--- src/rtl/z3_master_cycle_pkg.sv ---
// Shared types and helpers for the Zorro III bus-master cycle initiator.
package z3_master_cycle_pkg;

  typedef enum logic [2:0] {
    ST_IDLE,
    ST_ADDR,
    ST_DATA,
    ST_TERM,
    ST_ABORT,
    ST_RECOVER
  } state_e;

  localparam logic [1:0] SIZ_LONG  = 2'b00;
  localparam logic [1:0] SIZ_BYTE  = 2'b01;
  localparam logic [1:0] SIZ_WORD  = 2'b10;
  localparam logic [1:0] SIZ_3BYTE = 2'b11;

  // Active-low lane mask; byte offset i maps to DS_n[3-i] (DS_n[3] = D31:24).
  function automatic logic [3:0] ds_lanes(input logic [1:0] siz, input logic [1:0] a);
    logic [2:0] n;
    logic [3:0] last;
    logic [3:0] ds;
    n    = (siz == SIZ_LONG) ? 3'd4 : {1'b0, siz};
    last = {2'b00, a} + {1'b0, n} - 4'd1;
    ds   = '1;
    for (int unsigned i = 0; i < 4; i++) begin
      if (i >= 32'(a) && i <= 32'(last)) ds[2'(3 - i)] = 1'b0;
    end
    return ds;
  endfunction

endpackage

--- src/rtl/z3_master_cycle_if.sv ---
// NCR request side and Zorro master-cycle side of the cycle initiator.
interface z3_master_cycle_if;
  logic       BMASTER;
  logic       cyc_req;
  logic       cyc_read;
  logic [1:0] cyc_siz;
  logic [1:0] cyc_a;
  logic       DTACK_n;
  logic       BERR_n;
  logic       drive_en;
  logic       FCS_n_out;
  logic [3:0] DS_n_out;
  logic       DOE;
  logic       DLATCH;
  logic       SCSI_STERM_n;
  logic       SCSI_BERR_n;
  logic       busy;
  logic       cyc_err;

  modport master (
    input  BMASTER, cyc_req, cyc_read, cyc_siz, cyc_a, DTACK_n, BERR_n,
    output drive_en, FCS_n_out, DS_n_out, DOE, DLATCH, SCSI_STERM_n, SCSI_BERR_n,
           busy, cyc_err
  );

  modport slave (
    output BMASTER, cyc_req, cyc_read, cyc_siz, cyc_a, DTACK_n, BERR_n,
    input  drive_en, FCS_n_out, DS_n_out, DOE, DLATCH, SCSI_STERM_n, SCSI_BERR_n,
           busy, cyc_err
  );
endinterface

--- src/rtl/z3_master_cycle_sync2.sv ---
// Two-flop synchronizer with a configurable reset value.
module z3_master_cycle_sync2 #(
  parameter logic RST_VAL = 1'b1
) (
  input  logic clk_i,
  input  logic rst_ni,
  input  logic d_i,
  output logic q_o
);
  logic s1_q, s2_q;

  always_ff @(posedge clk_i) begin
    if (!rst_ni) begin
      s1_q <= RST_VAL;
      s2_q <= RST_VAL;
    end else begin
      s1_q <= d_i;
      s2_q <= s1_q;
    end
  end

  assign q_o = s2_q;
endmodule

--- src/rtl/z3_master_cycle.sv ---
// Zorro III bus-master cycle initiator: turns one NCR 53C710 DMA request into
// an FCS_n / DS_n / DTACK_n cycle and terminates the NCR with STERM_n or BERR_n.
module z3_master_cycle
  import z3_master_cycle_pkg::*;
#(
  parameter int unsigned ADDR_SETUP = 1,
  parameter int unsigned TIMEOUT    = 64,
  parameter int unsigned RECOVERY   = 1
) (
  input logic            CLK,
  input logic            RESET_n,
  z3_master_cycle_if.master bus
);

  state_e     state_q, state_d;
  logic [7:0] cnt_q, cnt_d;
  logic       armed_q, armed_d;
  logic       dt_seen_q, dt_seen_d;
  logic       rd_q, rd_d;
  logic [1:0] siz_q, siz_d;
  logic [1:0] a_q, a_d;
  logic       drive_en_q, drive_en_d;
  logic       fcs_n_q, fcs_n_d;
  logic [3:0] ds_n_q, ds_n_d;
  logic       doe_q, doe_d;
  logic       dlatch_q, dlatch_d;
  logic       sterm_n_q, sterm_n_d;
  logic       berr_n_q, berr_n_d;
  logic       busy_q, busy_d;
  logic       err_q, err_d;
  logic       dt_s, be_s;
  logic       go_abort;

  z3_master_cycle_sync2 #(.RST_VAL(1'b1)) u_sync_dtack (
    .clk_i(CLK), .rst_ni(RESET_n), .d_i(bus.DTACK_n), .q_o(dt_s)
  );
  z3_master_cycle_sync2 #(.RST_VAL(1'b1)) u_sync_berr (
    .clk_i(CLK), .rst_ni(RESET_n), .d_i(bus.BERR_n), .q_o(be_s)
  );

  always_comb begin
    state_d    = state_q;
    cnt_d      = cnt_q;
    armed_d    = armed_q | ~bus.cyc_req;
    dt_seen_d  = dt_seen_q;
    rd_d       = rd_q;
    siz_d      = siz_q;
    a_d        = a_q;
    drive_en_d = drive_en_q;
    fcs_n_d    = fcs_n_q;
    ds_n_d     = ds_n_q;
    doe_d      = doe_q;
    dlatch_d   = 1'b0;
    sterm_n_d  = 1'b1;
    berr_n_d   = 1'b1;
    busy_d     = busy_q;
    err_d      = 1'b0;
    go_abort   = 1'b0;

    // A DTACK_n left low by the previous slave must be seen released first.
    if ((state_q == ST_ADDR || state_q == ST_DATA) && dt_s) dt_seen_d = 1'b1;

    case (state_q)
      ST_IDLE: begin
        if (bus.BMASTER && bus.cyc_req && armed_q) begin
          state_d    = ST_ADDR;
          armed_d    = 1'b0;
          dt_seen_d  = 1'b0;
          cnt_d      = '0;
          rd_d       = bus.cyc_read;
          siz_d      = bus.cyc_siz;
          a_d        = bus.cyc_a;
          drive_en_d = 1'b1;
          fcs_n_d    = 1'b0;
          busy_d     = 1'b1;
        end
      end
      ST_ADDR: begin
        if (!bus.BMASTER) begin
          go_abort = 1'b1;
        end else if (cnt_q == 8'(ADDR_SETUP - 1)) begin
          state_d = ST_DATA;
          cnt_d   = '0;
          ds_n_d  = ds_lanes(siz_q, a_q);
          doe_d   = ~rd_q;
        end else begin
          cnt_d = cnt_q + 8'd1;
        end
      end
      ST_DATA: begin
        if (!bus.BMASTER || !be_s) begin
          go_abort = 1'b1;
        end else if (!dt_s && dt_seen_q) begin
          state_d   = ST_TERM;
          sterm_n_d = 1'b0;
          dlatch_d  = rd_q;
        end else if (cnt_q == 8'(TIMEOUT - 1)) begin
          go_abort = 1'b1;
        end else if (cnt_q != '1) begin
          cnt_d = cnt_q + 8'd1;
        end
      end
      ST_TERM, ST_ABORT: begin
        state_d = ST_RECOVER;
        cnt_d   = '0;
        fcs_n_d = 1'b1;
        ds_n_d  = '1;
        doe_d   = 1'b0;
      end
      ST_RECOVER: begin
        if (cnt_q == 8'(RECOVERY - 1)) begin
          state_d    = ST_IDLE;
          busy_d     = 1'b0;
          drive_en_d = 1'b0;
        end else begin
          cnt_d = cnt_q + 8'd1;
        end
      end
      default: state_d = ST_IDLE;
    endcase

    if (go_abort) begin
      state_d  = ST_ABORT;
      berr_n_d = 1'b0;
      err_d    = 1'b1;
    end
  end

  always_ff @(posedge CLK) begin
    if (!RESET_n) begin
      state_q    <= ST_IDLE;
      cnt_q      <= '0;
      armed_q    <= 1'b1;
      dt_seen_q  <= 1'b0;
      rd_q       <= 1'b0;
      siz_q      <= '0;
      a_q        <= '0;
      drive_en_q <= 1'b0;
      fcs_n_q    <= 1'b1;
      ds_n_q     <= '1;
      doe_q      <= 1'b0;
      dlatch_q   <= 1'b0;
      sterm_n_q  <= 1'b1;
      berr_n_q   <= 1'b1;
      busy_q     <= 1'b0;
      err_q      <= 1'b0;
    end else begin
      state_q    <= state_d;
      cnt_q      <= cnt_d;
      armed_q    <= armed_d;
      dt_seen_q  <= dt_seen_d;
      rd_q       <= rd_d;
      siz_q      <= siz_d;
      a_q        <= a_d;
      drive_en_q <= drive_en_d;
      fcs_n_q    <= fcs_n_d;
      ds_n_q     <= ds_n_d;
      doe_q      <= doe_d;
      dlatch_q   <= dlatch_d;
      sterm_n_q  <= sterm_n_d;
      berr_n_q   <= berr_n_d;
      busy_q     <= busy_d;
      err_q      <= err_d;
    end
  end

  assign bus.drive_en     = drive_en_q;
  assign bus.FCS_n_out    = fcs_n_q;
  assign bus.DS_n_out     = ds_n_q;
  assign bus.DOE          = doe_q;
  assign bus.DLATCH       = dlatch_q;
  assign bus.SCSI_STERM_n = sterm_n_q;
  assign bus.SCSI_BERR_n  = berr_n_q;
  assign bus.busy         = busy_q;
  assign bus.cyc_err      = err_q;

endmodule

--- src/flat_wrapper.sv ---
// flat-port wrapper written by rule: the top's interface ports become plain ports
module z3_master_cycle_flat import z3_master_cycle_pkg::*;
#(
  parameter int unsigned ADDR_SETUP = 1,
  parameter int unsigned TIMEOUT    = 64,
  parameter int unsigned RECOVERY   = 1
)
  (CLK, RESET_n, bus_BMASTER, bus_cyc_req, bus_cyc_read, bus_cyc_siz, bus_cyc_a, bus_DTACK_n, bus_BERR_n, bus_drive_en, bus_FCS_n_out, bus_DS_n_out, bus_DOE, bus_DLATCH, bus_SCSI_STERM_n, bus_SCSI_BERR_n, bus_busy, bus_cyc_err);
  z3_master_cycle_if bus_i ();
  input logic CLK;
  input logic RESET_n;
  input wire logic [$bits(bus_i.BMASTER)-1:0] bus_BMASTER;
  input wire logic [$bits(bus_i.cyc_req)-1:0] bus_cyc_req;
  input wire logic [$bits(bus_i.cyc_read)-1:0] bus_cyc_read;
  input wire logic [$bits(bus_i.cyc_siz)-1:0] bus_cyc_siz;
  input wire logic [$bits(bus_i.cyc_a)-1:0] bus_cyc_a;
  input wire logic [$bits(bus_i.DTACK_n)-1:0] bus_DTACK_n;
  input wire logic [$bits(bus_i.BERR_n)-1:0] bus_BERR_n;
  output wire logic [$bits(bus_i.drive_en)-1:0] bus_drive_en;
  output wire logic [$bits(bus_i.FCS_n_out)-1:0] bus_FCS_n_out;
  output wire logic [$bits(bus_i.DS_n_out)-1:0] bus_DS_n_out;
  output wire logic [$bits(bus_i.DOE)-1:0] bus_DOE;
  output wire logic [$bits(bus_i.DLATCH)-1:0] bus_DLATCH;
  output wire logic [$bits(bus_i.SCSI_STERM_n)-1:0] bus_SCSI_STERM_n;
  output wire logic [$bits(bus_i.SCSI_BERR_n)-1:0] bus_SCSI_BERR_n;
  output wire logic [$bits(bus_i.busy)-1:0] bus_busy;
  output wire logic [$bits(bus_i.cyc_err)-1:0] bus_cyc_err;
  assign bus_i.BMASTER = bus_BMASTER;
  assign bus_i.cyc_req = bus_cyc_req;
  assign bus_i.cyc_read = bus_cyc_read;
  assign bus_i.cyc_siz = bus_cyc_siz;
  assign bus_i.cyc_a = bus_cyc_a;
  assign bus_i.DTACK_n = bus_DTACK_n;
  assign bus_i.BERR_n = bus_BERR_n;
  assign bus_drive_en = bus_i.drive_en;
  assign bus_FCS_n_out = bus_i.FCS_n_out;
  assign bus_DS_n_out = bus_i.DS_n_out;
  assign bus_DOE = bus_i.DOE;
  assign bus_DLATCH = bus_i.DLATCH;
  assign bus_SCSI_STERM_n = bus_i.SCSI_STERM_n;
  assign bus_SCSI_BERR_n = bus_i.SCSI_BERR_n;
  assign bus_busy = bus_i.busy;
  assign bus_cyc_err = bus_i.cyc_err;
  z3_master_cycle #(.ADDR_SETUP(ADDR_SETUP), .TIMEOUT(TIMEOUT), .RECOVERY(RECOVERY)) u_core (.CLK(CLK), .RESET_n(RESET_n), .bus(bus_i));
endmodule
--- config.mk ---
export PLATFORM = sky130hd
export DESIGN_NAME = z3_master_cycle_flat
export DESIGN_NICKNAME = d
export VERILOG_FILES = /design/src/rtl/z3_master_cycle_pkg.sv /design/src/rtl/z3_master_cycle_if.sv /design/src/rtl/z3_master_cycle_sync2.sv /design/src/rtl/z3_master_cycle.sv /design/src/flat_wrapper.sv
export SDC_FILE = /design/constraint.sdc
export NUM_CORES = 1
export LEC_CHECK = 0
export BUFFER_PORTS_ARGS = -buffer_cell sky130_fd_sc_hd__clkbuf_2
export CAP_MARGIN = 20
export CORE_UTILIZATION = 50
export CTS_CLUSTER_DIAMETER = 200
export DETAILED_ROUTE_END_ITERATION = 8
export GPL_ROUTABILITY_DRIVEN = 0
export GPL_TIMING_DRIVEN = 0
export PLACE_DENSITY = 0.74
export SLEW_MARGIN = 5
export SYNTH_ARGS = -nofsm -noshare
export SYNTH_HDL_FRONTEND = slang
export SYNTH_SLANG_ARGS = --single-unit
--- constraint.sdc ---
create_clock -name CLK -period 2 [get_ports CLK]
set_input_delay 0.3 -clock CLK [delete_from_list [all_inputs] [get_ports CLK]]
set_output_delay 0.3 -clock CLK [all_outputs]
set_load 0.05 [all_outputs]
* Yosys cells after proc, flatten, opt, wreduce, memory -nomap -nowiden
Index checks and enable logic that the tools add are counted.
** Word-level totals
- Word-level logic and storage cells :: 133
- Register bits :: 33
- Output and inout bits :: 12
- Input bits :: 11
** Operators by class
- $add $sub $neg :: 3
- Magnitude comparators :: 6
- Reduce and logical (&&, ||, !) cells :: 29
- Mux-type cells :: 46
- Equality and inequality tests :: 23
- Bitwise logic cells :: 6
** Operators by type and width (count)
- 2-to-1 mux 8 bit :: 8
- one-hot mux 8 bit (5 select lines) :: 1
- 2-to-1 mux 3 bit :: 8
- 2-to-1 mux 1 bit :: 21
- != test 2 bit (second input constant) :: 8
- one-hot mux 3 bit (5 select lines) :: 1
- != test 3 x 2 -> 1 bit (second input constant) :: 4
- AND reduction 6 bit :: 2
- adder 8 x 1 -> 8 bit (second input constant) :: 1
- == test 8 x 6 -> 1 bit (second input constant) :: 1
- less-or-equal comparator 2 x 4 -> 1 bit (first input constant) :: 2
- logical NOT 8 bit :: 1
- 2-to-1 mux 4 bit :: 2
- != test 8 bit (second input constant) :: 1
- one-hot mux 1 bit (2 select lines) :: 4
- one-hot mux 4 bit (2 select lines) :: 1
- AND reduction 8 bit :: 1
- == test 3 x 2 -> 1 bit (second input constant) :: 2
- == test 3 bit (second input constant) :: 2
- logical AND 1 bit :: 6
- != test 3 x 1 -> 1 bit (second input constant) :: 2
- AND reduction 3 bit :: 2
- nonzero test 2 bit :: 3
- inverter 1 bit :: 5
- 17 further kinds :: 24

* Logic depth before layout (Yosys ltp)
Gate-level depths: netlist (run 1).
- Word-level depth :: 10
- Gate-level depth with buffers :: 11

* By module
Synthesis (run 1) repeated with hierarchy kept, for this count alone.
** Second synthesis, totals
- Cell total of the unflattened synthesis :: 193
- Area total of the unflattened synthesis :: 1686.6 um2
** Modules (own cells, without submodules)
- z3_master_cycle :: area an instance 1581.5 um2, cells an instance 185, instances 1
- z3_master_cycle_sync2 :: area an instance 52.6 um2, cells an instance 4, instances 2

* Worst setup path before layout (run 1)
Ideal clock, no wire load.
- Kind :: reg2reg
- Start point :: register u_core.siz_q[1]
- End point :: register u_core.ds_n_q[2] (netlist: u_core.bus.DS_n_out[2])
- Path slack :: -0.112 ns
- Buffers on the path :: 0
- Data required time :: 1.870 ns
- Setup time :: 0.130 ns
- Cell stages (with the launch flop) :: 12
- Arrival :: 1.982 ns
- Cell sequence :: dfxtp_1 inv_1 ha_1 inv_1 ha_1 inv_1 fa_1 or3_1 nand3_1 nor2_1 a211oi_1 mux2i_1
** Between the ends
- Cells in the longest elaborated chain, start to end :: 10
** RTL lines
- from (decl) :: RTL line z3_master_cycle.sv:20 : logic [1:0] siz_q, siz_d;
- from (signal assigned) :: RTL line z3_master_cycle.sv:153 : siz_q <= siz_d;
- logical NOT 2 bit :: RTL line z3_master_cycle_pkg.sv:23 : n = (siz == SIZ_LONG) ? 3'd4 : {1'b0, siz};
- 2-to-1 mux 3 bit * :: RTL line z3_master_cycle_pkg.sv:23
- adder 2 x 3 -> 4 bit * :: RTL line z3_master_cycle_pkg.sv:24 : last = {2'b00, a} + {1'b0, n} - 4'd1;
- subtractor 4 x 1 -> 4 bit * :: RTL line z3_master_cycle_pkg.sv:24
- less-or-equal comparator 1 x 4 -> 1 bit * :: RTL line z3_master_cycle_pkg.sv:27 : if (i >= 32'(a) && i <= 32'(last)) ds[2'(3 - i)] = 1'b0;
- logical AND 1 bit * :: RTL line z3_master_cycle_pkg.sv:27
- 2-to-1 mux 1 bit * :: RTL line z3_master_cycle_pkg.sv:27
- 2-to-1 mux 4 bit * :: RTL line z3_master_cycle.sv:81 : end else if (cnt_q == 8'(ADDR_SETUP - 1)) begin
- 2-to-1 mux 4 bit * :: RTL line z3_master_cycle.sv:79 : if (!bus.BMASTER) begin
- one-hot mux 4 bit (2 select lines) * :: RTL line z3_master_cycle.sv:63 : case (state_q)
- to (signal assigned) :: RTL line z3_master_cycle.sv:157 : ds_n_q <= ds_n_d;
- to (decl) :: RTL line z3_master_cycle.sv:24 : logic [3:0] ds_n_q, ds_n_d;
Every way passes the cells marked *; elsewhere a longest branch is shown, timed or not. The select of a mux whose other input is x is not followed.
A chain may end at the register's enable or synchronous reset.

* Worst setup path after layout (run 1)
- Start point :: register u_core.cnt_q[0]
- End point :: register u_core.cnt_q[6]
** Between the ends
- Cells in the longest elaborated chain, start to end :: 6
- Elaborated cells on any way between the ends :: 16
** RTL lines
- from (decl) :: RTL line z3_master_cycle.sv:16 : logic [7:0] cnt_q, cnt_d;
- from (signal assigned) :: RTL line z3_master_cycle.sv:149 : cnt_q <= cnt_d;
- adder 8 x 1 -> 8 bit :: RTL line z3_master_cycle.sv:87, z3_master_cycle.sv:100, z3_master_cycle.sv:116
- 2-to-1 mux 8 bit :: RTL line z3_master_cycle.sv:99 : end else if (cnt_q != '1) begin
- 2-to-1 mux 8 bit :: RTL line z3_master_cycle.sv:97 : end else if (cnt_q == 8'(TIMEOUT - 1)) begin
- 2-to-1 mux 8 bit :: RTL line z3_master_cycle.sv:93 : end else if (!dt_s && dt_seen_q) begin
- 2-to-1 mux 8 bit :: RTL line z3_master_cycle.sv:91 : if (!bus.BMASTER || !be_s) begin
- one-hot mux 8 bit (5 select lines) :: RTL line z3_master_cycle.sv:63
Several ways; a longest one is shown, not always the timed one. The select of a mux whose other input is x is not followed.

==> results_dict.tcl, run 1 <==
set metrics [dict create \
    status "finished with violations" \
    violations "negative setup slack" \
    min-delay-start "bus_DTACK_n" \
    p_seq_share_pct 30.6 \
    grt_pass1_vias 1416 \
    place_ws_ps -177.3 \
    final_common_cell "dfxtp_1" \
    cts.path.max_buffers 2 \
    finalWirelength_um 3672 \
    clock-root-buffer "clkbuf_4" \
    wl_per_cell_um 13.40 \
    dieArea_um2 3532 \
    clkTransAtPathRegs_ps 100 \
    fin_ws_ps -105.5 \
    grt_max_degree 11 \
    hold_violations 0 \
    start_util_pct 53.15 \
    drv_slew 0 \
    fp.dieH_um 59.43 \
    total_power_uw 2851 \
    cts_made_buffers 5 \
    dp_hpwl_um 2436 \
    critPathRequiredTime_ps 2230 \
    fp.dieW_um 59.43 \
    skew_ps 3.242 \
    cts-htree-levels 2 \
    clk_latency_ps 340 \
    finalCritPeriodShare_pct 105.3 \
    placed_cells 254 \
    area_delta_synth_final_pct 29.74 \
    drc_errors 0 \
    use_met2_pct 40.45 \
    cts_tree "yes" \
    ios 23 \
    synth-seq-cells 33 \
    cts_sinks 33 \
    postRouteAntennaNets 0 \
    grt.busiest_layer "met2" \
    worstRegToRegCells 8 \
    power_frac_clock_pct 18.6 \
    vias 1495 \
    fmax_ghz 0.4750 \
    switchingPower_uw 1170 \
    crit_path_end_kind "register" \
    layout-drive-gt1-share_pct 40.00 \
    hold_class "in -> reg" \
    antenna_cells 0 \
    maxCapViolCount 0 \
    fin_crit_ps 2105 \
    yosysSeqAreaShare_pct 40.06 \
    p_int_uw 1681 \
    peakVddDrop_mv 1.048 \
    drtPass1Iterations 4 \
    drt_iter0_drc 47 \
    async_flop_share_pct 0 \
    critPathArrivalTime_ps 2340 \
    reg2reg_slack_ps -110 \
    synth_warnings 0 \
    holdBufCountCts 0 \
    r2r-start "u_core.cnt_q[0]$_SDFFE_PN0P_" \
    powerDensity_nw_per_um2 1333 \
    grtUsageTotal_pct 23.65 \
    grt_util_met3_pct 6.987 \
    antenna_found_initial 0 \
    avgSynthCellArea_um2 8.772 \
    post-route-util_pct 68.95 \
    pwr-share-comb_pct 50.8 \
    setup_viol 10 \
    yosysUniqueCellTypes 47 \
    rsz0062_at_grt "true" \
    worstPathMaxFanout 6 \
    swShare_pct 41.03 \
    synth-edff-count 0 \
    critPathKind "reg -> reg" \
    grt_pass1_wl_um 6147 \
    syn_nets 205 \
    rows 20 \
    startpoint "u_core.cnt_q[0]$_SDFFE_PN0P_" \
    tightest_slew_ps 873.8 \
    worst_setup_path_start_kind "register" \
    tns_ps -567.9 \
    grt_overflow_total 0 \
    slew_headroom_pct 41.43 \
    vias_per_cell 5.456 \
    ys.flop_type "dfxtp_1" \
    core_um2 3103 \
    syn_inst 188 \
    syn-cell-area_um2 1649 \
    p_leak_uw 0.0008802 \
    whs_path_depth 2 \
    use_met1_pct 26.75 \
    final_cell_mix "dfxtp_1 (27), clkbuf_2 (22), nor2_1 (19)" \
    portBuffers 22 \
    layout.nets 246 \
    instances_no_fill 274 \
]
## final cells by class
type / count / area (µm²)
inverters: 18 / 72.57
multi-input cells: 131 / 999.7
fillers: 267 / 963.4
plain buffers: 6 / 42.54
flip-flops and latches: 33 / 673.1
clock inverters: 1 / 30.03
clock buffers: 7 / 55.05
repair buffers: 34 / 211.5
well taps: 44 / 55.05
## power groups by stage
stage | Sequential, µW | Combinational, µW | Clock (µW)
after floorplan | 1100 | 672 | 0
after global placement | 880 | 1090 | 0
after detailed placement | 888 | 1110 | 0
after CTS | 866 | 1340 | 537
after global routing | 886 | 1550 | 574
final | 873 | 1450 | 530
## metrics by stage
step	cell area (µm²)	hold WS (ps)
after floorplan	1654	373.0
after global placement	1819	389.3
after detailed placement	1819	402.4
after CTS	2081	128.9
after global routing	2140	137.3
final	2140	131.6
## state kept, by name (all words and copies together), names as in the netlist, 2 cells and up
name,flops
u_core.siz_q,2
u_core.bus.DS_n_out,4
u_core.state_q,3
u_core.cnt_q,8
u_core.a_q,2
## worst max-delay path, cell delays in order, from the launching register on
cell and delay, ps:
dfxtp_4 370, inv_4 60, ha_4 120, or4b_4 470, or4b_4 520, nand4b_4 140, buf_6 150, or3_4 120
a21oi_2 40
## synthesized netlist by cell type (2+ instances only)
library cell	count	share of area [%]
ha_1	5	3.8
nand2_1	9	2.0
o21ai_0	4	1.2
a21o_1	2	0.91
mux2i_1	11	6.7
or4b_4	2	1.7
a211oi_1	3	1.4
nand2b_1	5	1.9
a21oi_1	9	2.7
clkbuf_1	2	0.46
buf_6	2	1.4
inv_1	17	3.9
nor2b_1	2	0.76
or3_2	3	1.4
nor2_1	20	4.6
nand3_1	9	2.7
xnor2_1	2	1.1
nor3_1	4	1.2
and3_2	2	0.91
a221oi_1	2	1.1
dfxtp_1	33	40
nor3b_1	3	1.4
o21ai_1	7	2.1
or3_1	5	1.9
nand4_1	3	1.1
## layer usage
metal / vias to the layer above / routed length, µm
met4: 0 / 91
met2: 38 / 1891
li1: 737 / -
met1: 710 / 1524
met5: - / 0
met3: 10 / 165
## kinds of logic (layout without fill, tap and decap cells)
family / after synthesis / after routing / share of synthesized area (%)
AO/OA/AOI/OAI: 36 / 36 / 13.66
XOR/XNOR: 3 / 3 / 1.594
adder cells (fa/ha/maj): 6 / 6 / 5.008
buffers and inverters: 24 / 66 / 6.676
flip-flops: 33 / 33 / 40.06
multiplexers: 11 / 11 / 6.677
AND/OR/NAND/NOR: 75 / 75 / 26.33
## final timing paths
| kind | to |
|---|---|
| min | u_core.u_sync_dtack.s1_q$_SDFF_PN1_ |
| min reg2reg | u_core.u_sync_berr.q_o$_SDFF_PN1_ |
| max | u_core.cnt_q[6]$_SDFFE_PN0P_ |
| max reg2reg | u_core.cnt_q[6]$_SDFFE_PN0P_ |
## repair_timing
action	in CTS	in global routing
gates resized for setup	27	13
buffers inserted	10	1
endpoints found under the setup margin	13	15
pin swaps	15	12
cloned	1	0
endpoints found under the hold margin	0	0
Note: power is estimated with default switching activity, not from simulation.
==> run 2: changes to the inputs <==
- CORE_UTILIZATION: 50 -> 53
- CTS_BUF_LIST: not set -> sky130_fd_sc_hd__clkbuf_2 sky130_fd_sc_hd__clkbuf_4 sky130_fd_sc_hd__clkbuf_8
- PLACE_DENSITY: 0.74 -> 0.77
==> results_dict.tcl, run 2 (synthesized netlist as in run 1, its figures left out) <==
set metrics [dict create \
    critPathKind "reg -> reg" \
    switchingPower_uw 1192 \
    critPathArrivalTime_ps 2340 \
    status "finished with violations" \
    fin_ws_ps -109.4 \
    clock-root-buffer "clkbuf_4" \
    finalCritPeriodShare_pct 105.5 \
    hold_class "in -> reg" \
    grtUsageTotal_pct 27.36 \
    clkTransAtPathRegs_ps 90 \
    worst_setup_path_start_kind "register" \
    drv_slew 0 \
    hold_violations 0 \
    final_common_cell "dfxtp_1" \
    crit_buf_inv 2 \
    portBuffers 22 \
    rows 19 \
    critPathTopFamily "simple AND/OR/NAND/NOR gates" \
    layout-drive-gt1-share_pct 41.20 \
    p_seq_share_pct 31.6 \
    drtPass1Iterations 6 \
    largest_reg_flops 8 \
    ios 23 \
    fin_crit_ps 2109 \
    cts_sinks 33 \
    multi_input_area_um2 1001 \
    grt_pass1_vias 1501 \
    setup_viol 11 \
    grt_pass1_wl_um 6748 \
    drt_iter0_drc 107 \
    start_util_pct 57.81 \
    violations "design-rule violations, negative setup slack" \
    p_leak_uw 0.0008898 \
    dp_hpwl_um 2545 \
    powerDensity_nw_per_um2 1308 \
    max_stage_delay_ps 520 \
    pwr-share-comb_pct 54.2 \
    dieArea_um2 3339 \
    holdBufCountCts 0 \
    final_cell_mix "dfxtp_1 (27), clkbuf_2 (22), nor2_1 (19)" \
    cts_made_buffers 5 \
    swShare_pct 42.77 \
    path_cells "inv_4, ha_4, or4b_4, or4b_4, nand4b_4, buf_6, xnor2_2, nor2_1" \
    vias 1510 \
    cts_tree "yes" \
    core_um2 2853 \
    fin_area_um2 2131 \
    crit_top_cell "or4b_4" \
    antenna_found_initial 0 \
    p_int_uw 1595 \
    layout.nets 250 \
    rsz0062_at_grt "true" \
    fp.dieH_um 57.78 \
    crit_path_top_delay_cell "or4b_4" \
    tightest_slew_ps 797.5 \
    maxCapViolCount 0 \
    placed_area_um2 1803 \
    critPathRequiredTime_ps 2230 \
    cts.path.max_buffers 2 \
    grt_max_degree 11 \
    vias_per_cell 5.720 \
    seqCellArea_um2 673.1 \
    wl_per_cell_um 15.38 \
    top_register "u_core.cnt_q" \
    postRouteAntennaNets 0 \
    worstPathMaxFanout 5 \
    place_ws_ps -228.2 \
    power_frac_clock_pct 14.2 \
    area_delta_synth_final_pct 29.21 \
    grt_overflow_total 0 \
    skew_ps 4.172 \
    fp.dieW_um 57.78 \
    crit_path_end_kind "register" \
    finalWirelength_um 4060 \
    antenna_cells 0 \
    slew_headroom_pct 46.54 \
    clk_latency_ps 340 \
    peakVddDrop_mv 1.057 \
    drc_errors 1 \
    fillers 210 \
    fmax_ghz 0.4741 \
    cts-htree-levels 2 \
]
run 2: power by group through the flow:
stage          clock [µW]  sequential, µW  combinational (µW)
4_1_cts               396             873                1370
2_1_floorplan           0            1100                 672
3_5_place_dp            0             892                1120
3_3_place_gp            0             884                1080
6_report              397             880                1510
5_1_grt               429             894                1620
run 2: worst paths after layout:
kind	startpoint	end	slack [ps]	depth (start not counted)
worst max-delay path	u_core.cnt_q[0]$_SDFFE_PN0P_	u_core.cnt_q[0]$_SDFFE_PN0P_	-110	8
worst min-delay path	bus_BERR_n	u_core.u_sync_berr.s1_q$_SDFF_PN1_	140	2
worst max register to register	u_core.cnt_q[0]$_SDFFE_PN0P_	u_core.cnt_q[0]$_SDFFE_PN0P_	-110	8
worst min register to register	u_core.u_sync_berr.s1_q$_SDFF_PN1_	u_core.u_sync_berr.q_o$_SDFF_PN1_	440	1
run 2: cell type report:
type / count / share of cell area [%]
Clock buffer: 7 / 2.760
Inverter: 18 / 3.406
Sequential cell: 33 / 31.59
Multi-Input combinational cell: 131 / 46.98
Tap cell: 31 / 1.820
Buffer: 6 / 2.114
Timing Repair Buffer: 38 / 11.33
run 2: worst reg2reg max path, delay by kind of cell (launching register included):
family	cells	cell delay (ps)
xor+xnor	1	110
flops	1	360
simple gates	4	1200
buf+inv	2	220
fa+ha+maj	1	110
run 2: per-layer routing:
metal	vias up	global-route usage (%)	wire length (µm)
li1	745	-	-
met1	701	31.59	1617
met2	54	45.68	2059
met3	10	8.705	268
met4	0	13.95	114
met5	-	0	0
run 2: through the flow:
stage | power [µW] | setup TNS, ps | hold WS [ps] | utilization, % | cells
5_1_grt | 2943 | -1548 | 145.5 | 74.69 | 264
2_1_floorplan | 1768 | -1.781 | 373.0 | - | 188
4_1_cts | 2642 | -860.9 | 138.5 | 72.37 | 261
3_3_place_gp | 1964 | -839.6 | 391.9 | 63.20 | 241
6_report | 2787 | -696.5 | 136.2 | 74.69 | 264
3_5_place_dp | 2007 | -1322 | 411.1 | 63.20 | 241
run 2: what timing repair did:
item / CTS / global route
resized for setup: 30 / 12
endpoints found under the setup margin: 12 / 15
gates cloned: 1 / 0
pin swaps: 21 / 15
setup buffers: 12 / 3
